### config.mk
export PLATFORM = sky130hd
export DESIGN_NAME = median_seq
export DESIGN_NICKNAME = d
export VERILOG_FILES = /design/src/rtl/median_seq.sv
export SDC_FILE = /design/constraint.sdc
export NUM_CORES = 1
export LEC_CHECK = 0
export BUFFER_PORTS_ARGS = -buffer_cell sky130_fd_sc_hd__buf_2
export CELL_PAD_IN_SITES_DETAIL_PLACEMENT = 1
export CELL_PAD_IN_SITES_GLOBAL_PLACEMENT = 1
export CORE_MARGIN = 2
export CORE_UTILIZATION = 50
export CTS_CLUSTER_DIAMETER = 60
export CTS_CLUSTER_SIZE = 28
export DETAILED_ROUTE_END_ITERATION = 8
export GPL_TIMING_DRIVEN = 0
export MAX_ROUTING_LAYER = met4
export PLACE_DENSITY = 0.8
export SLEW_MARGIN = 0
export SYNTH_ARGS = -nofsm -noshare
export SYNTH_HDL_FRONTEND = slang
export SYNTH_SLANG_ARGS = --single-unit
export TNS_END_PERCENT = 10
### constraint.sdc
create_clock -name CLK -period 2.5 [get_ports CLK]
set_input_delay 0.25 -clock CLK [delete_from_list [all_inputs] [get_ports CLK]]
set_output_delay 0.25 -clock CLK [all_outputs]
set_load 0.005 [all_outputs]
### src/rtl/median_seq.sv
// Sequential median-of-9 filter: nine pixels are loaded serially, then one
// shared max/min comparator runs max-extraction passes over a rotating register file.
module median_seq #(
    parameter int WIDTH = 8
) (
    input  logic             CLK,
    input  logic             nRST,
    input  logic [WIDTH-1:0] DI,
    input  logic             DSI,
    output logic [WIDTH-1:0] DO,
    output logic             DSO
);

    typedef enum logic [1:0] {
        IDLE,
        LOAD,
        COMP
    } state_t;

    state_t state, state_nx;

    logic [8:0][WIDTH-1:0] r;
    logic [3:0]            count;
    logic [2:0]            pass;
    logic [3:0]            cycle;
    logic [WIDTH-1:0]      mx;
    logic [WIDTH-1:0]      mn;

    logic load_en;
    logic load_last;
    logic cmp_en;
    logic disc_en;
    logic done;

    median_seq_mce #(.WIDTH(WIDTH)) u_mce (
        .A   (r[7]),
        .B   (r[8]),
        .MAX (mx),
        .MIN (mn)
    );

    // State register
    always_ff @(posedge CLK or negedge nRST) begin
        if (!nRST) begin
            state <= IDLE;
        end else begin
            state <= state_nx;
        end
    end

    // Next-state logic
    always_comb begin
        state_nx = state;
        case (state)
            IDLE:    if (DSI)       state_nx = LOAD;
            LOAD:    if (load_last) state_nx = COMP;
            COMP:    if (done)      state_nx = IDLE;
            default:                state_nx = IDLE;
        endcase
    end

    // Control outputs; cycle 8 only occurs in passes 0..3 because pass 4 ends at cycle 7
    always_comb begin
        load_en   = 1'b0;
        load_last = 1'b0;
        cmp_en    = 1'b0;
        disc_en   = 1'b0;
        done      = 1'b0;
        case (state)
            IDLE: begin
                load_en = DSI;
            end
            LOAD: begin
                load_en   = DSI;
                load_last = DSI && (count == 4'd8);
            end
            COMP: begin
                disc_en = (cycle == 4'd8);
                cmp_en  = (cycle != 4'd8);
                done    = (cycle == 4'd7) && (pass == 3'd4);
            end
            default: ;
        endcase
    end

    // Sample counter and pass/cycle sequencer
    always_ff @(posedge CLK or negedge nRST) begin
        if (!nRST) begin
            count <= '0;
            pass  <= '0;
            cycle <= '0;
        end else begin
            if (load_last) begin
                count <= '0;
            end else if (load_en) begin
                count <= (state == IDLE) ? 4'd1 : count + 4'd1;
            end

            if (load_last || done) begin
                pass  <= '0;
                cycle <= '0;
            end else if (disc_en) begin
                pass  <= pass + 3'd1;
                cycle <= '0;
            end else if (cmp_en) begin
                cycle <= cycle + 4'd1;
            end
        end
    end

    // Register file: R0..R7 form a ring through the comparator, R8 accumulates the maximum
    always_ff @(posedge CLK or negedge nRST) begin
        if (!nRST) begin
            r <= '0;
        end else if (load_en) begin
            r[8:1] <= r[7:0];
            r[0]   <= DI;
        end else if (cmp_en) begin
            r[8]   <= mx;
            r[7:1] <= r[6:0];
            r[0]   <= mn;
        end else if (disc_en) begin
            r[8]   <= r[7];
            r[7:1] <= r[6:0];
            r[0]   <= '0;
        end
    end

    // Result register and one-cycle strobe
    always_ff @(posedge CLK or negedge nRST) begin
        if (!nRST) begin
            DO  <= '0;
            DSO <= 1'b0;
        end else begin
            DSO <= done;
            if (done) begin
                DO <= mx;
            end
        end
    end

endmodule

module median_seq_mce #(
    parameter int WIDTH = 8
) (
    input  logic [WIDTH-1:0] A,
    input  logic [WIDTH-1:0] B,
    output logic [WIDTH-1:0] MAX,
    output logic [WIDTH-1:0] MIN
);

    always_comb begin
        if (A > B) begin
            MAX = A;
            MIN = B;
        end else begin
            MAX = B;
            MIN = A;
        end
    end

endmodule

==> flow_summary.yaml <==
clock_tree:
  ctsLongestPathBuffers: 2
  root_buffer: "clkbuf_8"
  cts_inserted_buffers: 9
  cts_resized: 0
  cts_tree: "built"
  insertion_delay_ns: 0.36
  clock_sinks: 94
  cts_max_level: 3
  clkTransAtPathRegs_ns: 0.09
detailed_routing:
  drt_iter0_markers: 97
  drc: 0
  wl_mm: 8.60
  vias_per_cell: 5.73
  drt-pass1-iter-count: 4
  avgRoutedWirePerCell_um: 18.0
  final_antenna_net_count: 0
  vias: 2741
layout:
  final_common_cell: "dfrtp_1"
  fin_util_pct: 57.5
  drive_above_1_share_pct: 33.0
  fin_area_um2: 4720
  nNetsFinal: 394
  stdcell_count: 478
  mostFrequentLayoutCells: "94 x dfrtp_1, 64 x mux2_2, 24 x buf_2"
  antenna_cells: 0
  area_growth_pct: 11.4
worst_setup_path:
  path_max_fanout: 8
  cp-startpoint: "r[63]"
  end_kind: "flop"
  critPathKind: "reg2reg"
  worstPathArrival_ns: 2.53
  cp.required_ns: 2.74
  timing.rr.start: "r[63]"
  start_kind: "flop"
synth:
  async_reset_ff_share_pct: 100
  synthTopCellsByArea: "dfrtp_1 55%, mux2_2 17%, ha_1 4.1%, nand3_1 2.7%, o21ai_0 2.4%"
  yosysTopAreaCellShare_pct: 55.5
  synth_top_family_by_area: "multiplexers"
  synth_top_area_cell: "dfrtp_1"
  synthSimpleGateAreaFrac_pct: 9.15
  synth_edf_count: 0
  synth_seq_cells: 94
  syn_inst: 337
  syn_avg_cell_area_um2: 12.6
  muxShareOfSynthArea_pct: 17.0
  seq_area_frac_synth_pct: 55.5
  synth_fa_ha_area_share_pct: 4.13
  synth_cell_types: 41
  synth_compound_area_share_pct: 10.0
  synth_nets: 362
  syn_area_um2: 4240
  yosys_warnings: 0
  synth-xor-area-share_pct: 0.413
  ys.flop_type: "dfrtp_1"
floorplanning:
  die_w_um: 96.1
  coreArea_um2: 8220
  start_util_pct: 51.6
  die_h_um: 96.1
  die_area_um2: 9230
  ioPinCount: 20
  fp-row-count: 33
timing:
  max_freq_mhz: 437
  setup_viol: 0
  finalClockSkew_ns: 0.00896
  final_max_slew_viol_count: 0
  finalCriticalPeriod_ns: 2.29
  rsz0062_at_grt: "false"
  worst_slew_pin_slew_ns: 0.477
  final_hold_viol_count: 0
  tns_ns: 0
  maxSlewHeadroom_pct: 68.2
  fin_crit_sh_pct: 91.6
placed_design:
  place_area_um2: 4500
  hpwlAfterDp_mm: 6.16
  port_buffers: 19
  dp_cells: 462
  routabilityCongestion: 0.808
power_and_ir_drop:
  leakage_uw: 0.00217
  total_power_uw: 5580
  netSwitchingFraction_pct: 35.3
  clkPwrFrac_pct: 19.8
  ir_worst_vdd_uv: 532
  power.density_nw_per_um2: 1180
  combPwrFrac_pct: 33.8
  p_int_uw: 3610
  seq_power_share_pct: 46.4
  switching_power_uw: 1970
min_path:
  hold_class: "in2reg"
  worst_hold_startpoint: "DSI"
global_routing:
  grtUsageMet3_pct: 5.72
  grt_use_met2_pct: 36.7
  grtUsageTotal_pct: 21.4
  grt_max_degree: 63
  antenna_found_initial: 0
  gr-max-usage-layer: "met2"
  grt.overflow.total: 0
  grt_pass1_vias: 2939
  grt_pass1_wl_mm: 14.3
  grtUsageMet1_pct: 24.6
job:
  drv_cap: 0
status:
  outcome: "finished, final reports clean"
==> worst paths after layout <==
path                            end  slack [ns]  depth (start not counted)
min reg2reg                   r[61]        0.50                          1
max                           r[64]        0.21                          6
max reg2reg                   r[64]        0.21                          6
min in group asynchronous     r[17]        0.37                          2
min                        state[0]        0.11                          2
max in group asynchronous  count[0]        1.50                          3
==> synthesized netlist by cell type, types with 2 or more instances <==
master    instances
o21ai_2           2
mux2_2           64
nand4b_1          2
inv_1            14
o21ai_0          20
a22oi_1           8
nor2_2            2
nor2b_1           3
buf_2             6
a21oi_1           6
nor2_1           11
nand4_1          12
ha_1             14
a31oi_1           9
nand3_1          23
o21a_1            2
buf_4             8
a21o_1            2
o211ai_1          8
dfrtp_1          94
and3b_1           2
nand2_1           6
==> power by group through the flow <==
stage	combinational [µW]	clock (µW)	sequential [µW]
floorplan	1490	0	2430
global placement	1750	0	2560
detailed placement	1890	0	2610
CTS	1910	1140	2590
global route	2090	1200	2690
finish	1890	1110	2590
==> critical path, stage by stage, from the launching register on <==
cell and delay (ns):
dfrtp_1 0.46, ha_1 0.37, nand2_1 0.07, o21ai_0 0.30
o21ai_2 0.21, a31oi_4 0.37, mux2_2 0.39
==> logic make-up (layout without fill, tap and decap cells) <==
kind of cell	count (synthesis)	after routing
DFF	94	94
buffers and inverters	31	67
AOI/OAI and AO/OA	63	63
and+or+nand+nor	69	69
muxes	64	64
adders and majority gates	14	14
xor gates and xnor gates	2	2
==> routing by layer <==
| metal | wire [µm] | vias to the layer above |
|---|---|---|
| li1 | - | 1288 |
| met1 | 3750 | 1406 |
| met5 | 0 | - |
| met4 | 151 | 0 |
| met2 | 4470 | 31 |
| met3 | 233 | 16 |
==> area by class of cell <==
class                           instances  area [µm²]
Tap cell                              105         131
Buffer                                 16         105
Inverter                               15        56.3
Timing Repair Buffer                   21         135
Multi-Input combinational cell        212        1730
Sequential cell                        94        2350
Fill cell                             852        3490
Clock buffer                            9         124
Clock inverter                          6        93.8
==> flip-flops by register name (all words and copies together) (netlist names) <==
signal,cells
DO,8
DSO,1
count,4
cycle,4
pass,3
r,72
state,2
==> through the flow <==
step                      setup slack [ns]  hold slack [ns]
after CTS                            0.190            0.101
after detailed placement             0.231            0.232
after global placement               0.292            0.479
after global routing                0.0664            0.102
final                                0.211            0.107
after floorplan                      0.586          -0.0456
==> timing repair <==
item / CTS / global route
hold buffers: 1 / 0
buffers inserted: 0 / 0
setup endpoints to repair: 0 / 0
hold endpoints to repair: 32 / 0
(Power assumes the default switching activity.)
